### config.mk
export PLATFORM = sky130hd
export DESIGN_NAME = prog_seq_fsm
export DESIGN_NICKNAME = d
export VERILOG_FILES = /design/src/rtl/prog_seq_fsm_pkg.sv /design/src/rtl/prog_seq_table.sv /design/src/rtl/prog_seq_fsm.sv
export SDC_FILE = /design/constraint.sdc
export NUM_CORES = 2
export LEC_CHECK = 0
export BUFFER_PORTS_ARGS = -buffer_cell sky130_fd_sc_hd__buf_2
export CAP_MARGIN = 5
export CORE_UTILIZATION = 40
export DETAILED_ROUTE_END_ITERATION = 7
export SETUP_SLACK_MARGIN = 0.3
export SLEW_MARGIN = 20
export SYNTH_ARGS = -nofsm -noshare
export SYNTH_HDL_FRONTEND = slang
export SYNTH_SLANG_ARGS = --single-unit
### constraint.sdc
create_clock -name CK -period 10.66 [get_ports CK]
set_input_delay 1.599 -clock CK [delete_from_list [all_inputs] [get_ports CK]]
set_output_delay 1.599 -clock CK [all_outputs]
set_load 0.05 [all_outputs]
### src/rtl/prog_seq_fsm_pkg.sv
// -----------------------------------------------------------------------------
// prog_seq_fsm_pkg
// Shared definitions for the table-driven Moore sequencer.
// Holds:
//   - the default geometry (SW_D, IW_D, OW_D, CW_D);
//   - the derived widths CSW and EW;
//   - the packed entry struct for the default geometry;
//   - constant functions that give the field offsets for any geometry.
// Entry layout, MSB to LSB: out | nxt_t | nxt_f | csel | cinv | dwell
// -----------------------------------------------------------------------------
package prog_seq_fsm_pkg;

    localparam int SW_D = 6;
    localparam int IW_D = 7;
    localparam int OW_D = 19;
    localparam int CW_D = 8;

    // csel must be able to encode every input index plus the "always true" code IW
    localparam int CSW = $clog2(IW_D + 1);
    localparam int EW  = OW_D + 2 * SW_D + CSW + 1 + CW_D;

    typedef struct packed {
        logic [OW_D-1:0] out;
        logic [SW_D-1:0] nxt_t;
        logic [SW_D-1:0] nxt_f;
        logic [CSW-1:0]  csel;
        logic            cinv;
        logic [CW_D-1:0] dwell;
    } prog_seq_entry_t;

    function automatic int csel_width(input int iw);
        return $clog2(iw + 1);
    endfunction

    function automatic int entry_width(input int sw, input int iw, input int ow, input int cw);
        return ow + 2 * sw + csel_width(iw) + 1 + cw;
    endfunction

    // dwell occupies bits [cw-1:0]; everything else stacks above it
    function automatic int cinv_lsb(input int cw);
        return cw;
    endfunction

    function automatic int csel_lsb(input int cw);
        return cw + 1;
    endfunction

    function automatic int nxtf_lsb(input int cw, input int csw);
        return cw + 1 + csw;
    endfunction

    function automatic int nxtt_lsb(input int cw, input int csw, input int sw);
        return cw + 1 + csw + sw;
    endfunction

    function automatic int out_lsb(input int cw, input int csw, input int sw);
        return cw + 1 + csw + 2 * sw;
    endfunction

endpackage

### src/rtl/prog_seq_table.sv
// -----------------------------------------------------------------------------
// prog_seq_table
// Flop-based 2^SW x EW behaviour table for prog_seq_fsm. All entries clear
// asynchronously.
// Ports:
//   CK, CLR               clock and async active-low clear
//   we, cfg_addr, wdata   single write port
//   rdata                 registered read of cfg_addr; returns pre-write data
//                         when read and write hit the same address
//   exec_addr, exec_ctrl  combinational read of the control fields
//                         (bits below OL) for the current state
//   look_addr, look_out   combinational read of the out field (OW bits at OL)
//                         for the state being entered
// -----------------------------------------------------------------------------
module prog_seq_table #(
    parameter int SW = 6,
    parameter int EW = 43,
    parameter int OL = 24,
    parameter int OW = 19
) (
    input  logic          CK,
    input  logic          CLR,
    input  logic          we,
    input  logic [SW-1:0] cfg_addr,
    input  logic [EW-1:0] wdata,
    output logic [EW-1:0] rdata,
    input  logic [SW-1:0] exec_addr,
    output logic [OL-1:0] exec_ctrl,
    input  logic [SW-1:0] look_addr,
    output logic [OW-1:0] look_out
);

    localparam int DEPTH = 2 ** SW;

    logic [EW-1:0] mem_r [DEPTH];
    logic [EW-1:0] rdata_r;

    // Table storage and config read register; the read samples the old word
    always_ff @(posedge CK or negedge CLR) begin
        if (!CLR) begin
            for (int i = 0; i < DEPTH; i++) begin
                mem_r[i] <= {EW{1'b0}};
            end
            rdata_r <= {EW{1'b0}};
        end else begin
            if (we) begin
                mem_r[cfg_addr] <= wdata;
            end
            rdata_r <= mem_r[cfg_addr];
        end
    end

    assign rdata     = rdata_r;
    assign exec_ctrl = mem_r[exec_addr][OL-1:0];
    assign look_out  = mem_r[look_addr][OL +: OW];

endmodule

### src/rtl/prog_seq_fsm.sv
// -----------------------------------------------------------------------------
// prog_seq_fsm
// Programmable table-driven Moore sequencer. Each table entry gives:
//   - the output word;
//   - two successor states;
//   - a condition select with inversion;
//   - a minimum dwell.
// Ports:
//   CK, CLR     clock and async active-low reset (clears the table as well)
//   run         free-running execution enable
//   step        single tick when run=0
//   cfg_we      table write strobe, honoured only while run=0
//   cfg_addr    table address for writes and config reads
//   cfg_wdata   entry write data
//   cfg_rdata   registered read of cfg_addr
//   cfg_err     sticky flag: a write was attempted while running
//   in          condition inputs
//   out         registered Moore output, always the word of the current state
//   state       current state
//   halted      current entry is absorbing (unconditional self-loop, no dwell)
// -----------------------------------------------------------------------------
module prog_seq_fsm
    import prog_seq_fsm_pkg::*;
#(
    parameter  int SW   = SW_D,
    parameter  int IW   = IW_D,
    parameter  int OW   = OW_D,
    parameter  int CW   = CW_D,
    localparam int CSWL = csel_width(IW),
    localparam int EWL  = entry_width(SW, IW, OW, CW)
) (
    input  logic           CK,
    input  logic           CLR,
    input  logic           run,
    input  logic           step,
    input  logic           cfg_we,
    input  logic [SW-1:0]  cfg_addr,
    input  logic [EWL-1:0] cfg_wdata,
    output logic [EWL-1:0] cfg_rdata,
    output logic           cfg_err,
    input  logic [IW-1:0]  in,
    output logic [OW-1:0]  out,
    output logic [SW-1:0]  state,
    output logic           halted
);

    localparam int CIL = cinv_lsb(CW);
    localparam int CSL = csel_lsb(CW);
    localparam int NFL = nxtf_lsb(CW, CSWL);
    localparam int NTL = nxtt_lsb(CW, CSWL, SW);
    localparam int OL  = out_lsb(CW, CSWL, SW);

    logic [SW-1:0]   state_r;
    logic [SW-1:0]   state_next_s;
    logic [CW-1:0]   dcnt_r;
    logic [CW-1:0]   dcnt_next_s;
    logic [OW-1:0]   out_r;
    logic            cfg_err_r;

    logic [OL-1:0]   ctrl_s;
    logic [OW-1:0]   next_out_s;
    logic [CW-1:0]   dwell_s;
    logic            cinv_s;
    logic [CSWL-1:0] csel_s;
    logic [SW-1:0]   nxt_f_s;
    logic [SW-1:0]   nxt_t_s;
    logic            tick_s;
    logic            cond_s;
    logic            always_true_s;
    logic            wr_en_s;

    // Writes are only legal while stopped, so execution never sees a half-changed entry
    assign wr_en_s = cfg_we & ~run;
    assign tick_s  = run | step;

    prog_seq_table #(
        .SW (SW),
        .EW (EWL),
        .OL (OL),
        .OW (OW)
    ) u_table (
        .CK        (CK),
        .CLR       (CLR),
        .we        (wr_en_s),
        .cfg_addr  (cfg_addr),
        .wdata     (cfg_wdata),
        .rdata     (cfg_rdata),
        .exec_addr (state_r),
        .exec_ctrl (ctrl_s),
        .look_addr (state_next_s),
        .look_out  (next_out_s)
    );

    assign dwell_s = ctrl_s[CW-1:0];
    assign cinv_s  = ctrl_s[CIL];
    assign csel_s  = ctrl_s[CSL +: CSWL];
    assign nxt_f_s = ctrl_s[NFL +: SW];
    assign nxt_t_s = ctrl_s[NTL +: SW];

    // csel codes at or above IW all mean "unconditionally true"
    assign always_true_s = (csel_s >= CSWL'(IW));

    // Condition evaluation from the current entry
    always_comb begin
        cond_s = 1'b1;
        if (always_true_s) begin
            cond_s = 1'b1;
        end else begin
            cond_s = in[csel_s] ^ cinv_s;
        end
    end

    // Dwell count and successor selection; every transition restarts the dwell
    always_comb begin
        state_next_s = state_r;
        dcnt_next_s  = dcnt_r;
        if (tick_s) begin
            if (dcnt_r < dwell_s) begin
                dcnt_next_s = dcnt_r + 1'b1;
            end else begin
                dcnt_next_s  = {CW{1'b0}};
                state_next_s = cond_s ? nxt_t_s : nxt_f_s;
            end
        end else begin
            state_next_s = state_r;
            dcnt_next_s  = dcnt_r;
        end
    end

    // Sequencer state, dwell counter, output word and sticky config error
    always_ff @(posedge CK or negedge CLR) begin
        if (!CLR) begin
            state_r   <= {SW{1'b0}};
            dcnt_r    <= {CW{1'b0}};
            out_r     <= {OW{1'b0}};
            cfg_err_r <= 1'b0;
        end else begin
            state_r   <= state_next_s;
            dcnt_r    <= dcnt_next_s;
            // reloaded every cycle so an edited entry shows up one cycle after its write
            out_r     <= next_out_s;
            cfg_err_r <= cfg_err_r | (cfg_we & run);
        end
    end

    assign state   = state_r;
    assign out     = out_r;
    assign cfg_err = cfg_err_r;
    assign halted  = always_true_s && (nxt_t_s == state_r) && (dwell_s == {CW{1'b0}});

endmodule

==> summary by stage <==
Clock tree
TritonCTS created 309 clock buffers. The number of clock sinks seen by CTS is 2,829. The number of hold-repair buffers added at the cts stage is 0. The worst-case clock buffer depth is 4. The quantity of gates resized following cts is 0.

The deepest level of the CTS H-tree is 5. The clock latency of the later-clocked register in the worst-skew pair is roughly 0.93 ns. Clock tree synthesis selected as its root buffer the cell clkbuf_16. Clock-pin slew was measured on the worst setup and hold paths at roughly 0.060 ns.

The post-CTS setup-driven buffer insertion count is 0. TritonCTS built the clock tree.

Power and ir drop
For this design the ratio of total power to cell area is approximately 190 mW/mm². The static leakage is 68.45 nW. VDD sags by at most 0.0001745 V.

Global route
The global router's overall resource usage is 0.3233. The number of global-route vias before repair is about 110k. The pin count of the biggest net entering global routing is roughly 180. The number of antenna violations at the first check in global routing was 32. The remaining global-route overflow is 0. The first global-routing pass estimated ~850,000 µm of wire.

Floorplan
The starting utilization of the core area is 0.4019. The placeable core region is about 0.36 mm². approximately 130 I/O pins were placed.

The die outline area is ~0.36 mm². From left edge to right edge, the die measures approximately 600 µm. The die outline height is approximately 600 µm.

The row count is between 200 and 250.

Synth
The async set-or-reset flop fraction in the synthesized netlist is 1.000. The synthesized design contains 0 enable-type register cells. The share of the Yosys chip area taken by registers is 0.4904.

The leading register cell type out of synthesis is dfrtp_1. The share of synthesized area in the top cell type comes to 0.4904. The synthesized netlist contains 85 unique library cells. In this run the cell area of the synthesized design comes to between 0.1 and 0.15 mm². The total nets after synthesis is roughly 11,000. Averaged over all synthesized cells, the footprint is 13.11 µm². The largest area contributor in the netlist is dfrtp_1.

The count of state elements after synthesis is 2,829. Synthesis produced a netlist whose cell count is about 11,000. Ranked by total cell area, the synthesized netlist is headed by dfrtp_1 (49%), mux2_2 (22%), mux4_2 (7.5%), a22oi_1 (4.3%), mux2i_1 (3.4%). The total of warnings raised by yosys is 0.

Placed design
The count of buffers from port buffering is 130. The final weighted congestion in routability-driven placement is between 0.9 and 1. After detailed placement, the total cell area comes to 0.1496 mm². The setup slack at placement is 1.860 ns. Summed over all nets, the half-perimeter wirelength after detailed placement is 329,600 µm.

STA
The setup TNS after final layout is 0 ns. For this run, the top clock speed supported by timing is 110.5 MHz. The worst slew margin relative to its limit is 0.1488. Setup repair after global routing left no endpoint under its margin. The slew at the pin with the worst max-slew slack is ~1.3 ns. The clock period could shrink to 9.051 ns. The final count of pins violating max slew is 0.

Setup violations remaining at the end of the flow were counted as 0. The final number of hold-violating endpoints came to 0. On the final layout, the worst clock skew is ~0.066 ns. Dividing the final minimum period by the clock period gives 0.8491. In the post-route analysis, the smallest setup slack over all paths is approximately 1.6 ns.

Flow run
The max-capacitance violation count is 0.

Finish
Registers take 0.07081 mm². In the final design database the tool counted about 11,000 nets. Once layout is done, the placed cells without fillers occupy around 0.16 mm². The footprint of the multi-input gates is just under 0.07 mm². In the final layout, the share of cells above drive strength 1 is 0.3993. The layout-stage area growth over the synthesis result is 10.69%.

The filler cells instantiated in the layout total between 30,000 and 40,000. The core occupancy in the finished layout is 0.4449.

Worst hold path
The min-delay analysis places its worst path in the category reg2reg. The worst hold path stage count is 1.

Worst setup path
The critical path class is reg2reg. The reg-to-reg setup timing slack is about 1.6 ns. Of all nets on the critical path, the largest fanout is between 100 and 150. The worst setup path is launched from a flip-flop.

The end point of the critical path is out[13]. For the worst setup path, the data required time is roughly 11 ns. The worst stage delay on the critical path is approximately 1.0 ns.

The worst register-to-register path ends at out[13]. The slowest cell on the critical path is dfrtp_4. The critical path goes through buf_12, mux4_2, mux4_2, mux4_2, inv_1, ha_1, and4_1, o2111ai_1, a21o_1, o211ai_2, o21ai_1, a22oi_2, buf_4, and3_4, clkinv_16, buf_4, mux2i_1, o22ai_1, a211oi_1, nor3_1, or4b_1. The timing startpoint of the critical path is state[0]. The beginning of the worst register-to-register path is state[0]. Counting stages on the worst path, the most repeated cell is mux4_2.

The logic depth of the worst register-to-register path is 21. For the worst setup path, the data arrival time is 9.78 ns. The capturing element type of the critical path is a flip-flop.

Drt
The count of nets left with antenna violations once routing finished came out at 0. The total vias in the final route is roughly 110k. The count of TritonRoute iterations in the first routing pass is 8. The residual DRC count is 0. The average via count per standard cell is 7.001.

The number of DRC markers after the initial detailed-route iteration is between 15,000 and 20,000. For this block, the routed nets add up to ~600,000 µm of wire. The wire length per cell after detailed routing is a little under 40 µm.

Status
The run finished with clean final reports.
layout by cell type (no fill, tap or decap), drive strengths merged, types with 19 or more instances in the layout:
| cell | netlist | final |
|---|---|---|
| diode | 0 | 27 |
| a21oi | 94 | 94 |
| a22oi | 824 | 824 |
| and3 | 55 | 55 |
| nor4 | 62 | 62 |
| mux2 | 2775 | 2775 |
| dfrtp | 2829 | 2829 |
| o2111ai | 19 | 19 |
| a31oi | 313 | 313 |
| nand3 | 120 | 120 |
| o211ai | 19 | 19 |
| mux4 | 478 | 478 |
| a22o | 290 | 290 |
| mux2i | 492 | 492 |
| nand2 | 438 | 438 |
| nand4 | 93 | 93 |
| inv | 58 | 67 |
| buf | 308 | 449 |
| clkinv | 1 | 52 |
| clkbuf | 903 | 455 |
| a311oi | 28 | 28 |
| a221oi | 307 | 307 |
| o21ai | 80 | 80 |
| nor2 | 115 | 115 |
| o32ai | 19 | 19 |
| o22ai | 46 | 46 |
how the worst min path moves through the flow:
| stage | startpoint | end | slack [ns] |
|---|---|---|---|
| 3_5_place_dp | cfg_err | cfg_err | 0.44 |
| 3_3_place_gp | cfg_err | cfg_err | 0.44 |
| 6_report | cfg_err | cfg_err | 0.45 |
| 5_1_grt | cfg_err | cfg_err | 0.47 |
| 4_1_cts | cfg_err | cfg_err | 0.45 |
| 2_1_floorplan | dcnt_r[4] | dcnt_r[4] | 0.47 |
where the power goes:
part / total (mW) / switching [mW] / internal, mW
registers: 12.5 / 0.857 / 11.7
logic: 7.47 / 4.81 / 2.66
clock network: 11.0 / 4.63 / 6.34
total: 31.0 / 10.3 / 20.7
sequential cells by signal (all words and copies together), names as in the netlist:
signal,cells
u_table.rdata,43
state,6
out,19
cfg_err,1
dcnt_r,8
u_table.mem_r,2752
cells in the mapped netlist, types with 55 or more instances:
cell      count
a21oi_1      94
a221oi_1    305
a22o_1      290
a22oi_1     823
a31oi_1     313
and3_1       55
buf_1       137
buf_2        93
clkbuf_1    903
dfrtp_1    2829
inv_1        56
mux2_2     2773
mux2i_1     492
mux4_2      478
nand2_1     438
nand3_1     120
nand4_1      93
nor2_1      114
nor4_1       61
o21ai_0      74
kinds of logic after synthesis:
logic type | share of synthesized area
flops | 0.4904
xor+xnor | 0.0004247
fa+ha+maj | 0.0006934
compound gates | 0.1147
simple gates | 0.03173
mux | 0.3251
buf+inv | 0.03695
stage by stage:
step	hold slack (ns)	total power, mW	cells
2_1_floorplan	0.4738	17.11	11010
3_3_place_gp	0.4353	19.75	15010
3_5_place_dp	0.4391	19.90	15020
4_1_cts	0.4527	30.78	15560
5_1_grt	0.4724	31.71	15570
6_report	0.4490	30.98	15590
critical path, delay by kind of cell, from the launching register on:
| kind | cells | cell delay (ns) |
|---|---|---|
| AOI/OAI and AO/OA | 7 | 1.83 |
| muxes | 4 | 1.74 |
| and+or+nand+nor | 4 | 1.73 |
| adders and majority gates | 1 | 0.16 |
| buffers and inverters | 5 | 1.98 |
| DFF | 1 | 1.02 |
metal layers:
metal | wire length (µm) | GRT usage | vias to the layer above
met5 | 96 | 0 | -
met4 | 48910 | 0.2261 | 16
met3 | 69250 | 0.09561 | 2203
met2 | 261000 | 0.4783 | 8056
met1 | 222800 | 0.4059 | 57270
li1 | - | - | 41580
cell type report:
class | count | share of cell area
repair buffers | 449 | 0.02316
clock inverters | 83 | 0.005590
well taps | 4773 | 0.03737
clock buffers | 455 | 0.05740
diodes | 27 | 0.0004228
multi-input cells | 6911 | 0.4313
flip-flops and latches | 2829 | 0.4431
inverters | 59 | 0.001613
Power figures use the tool's default switching activity.
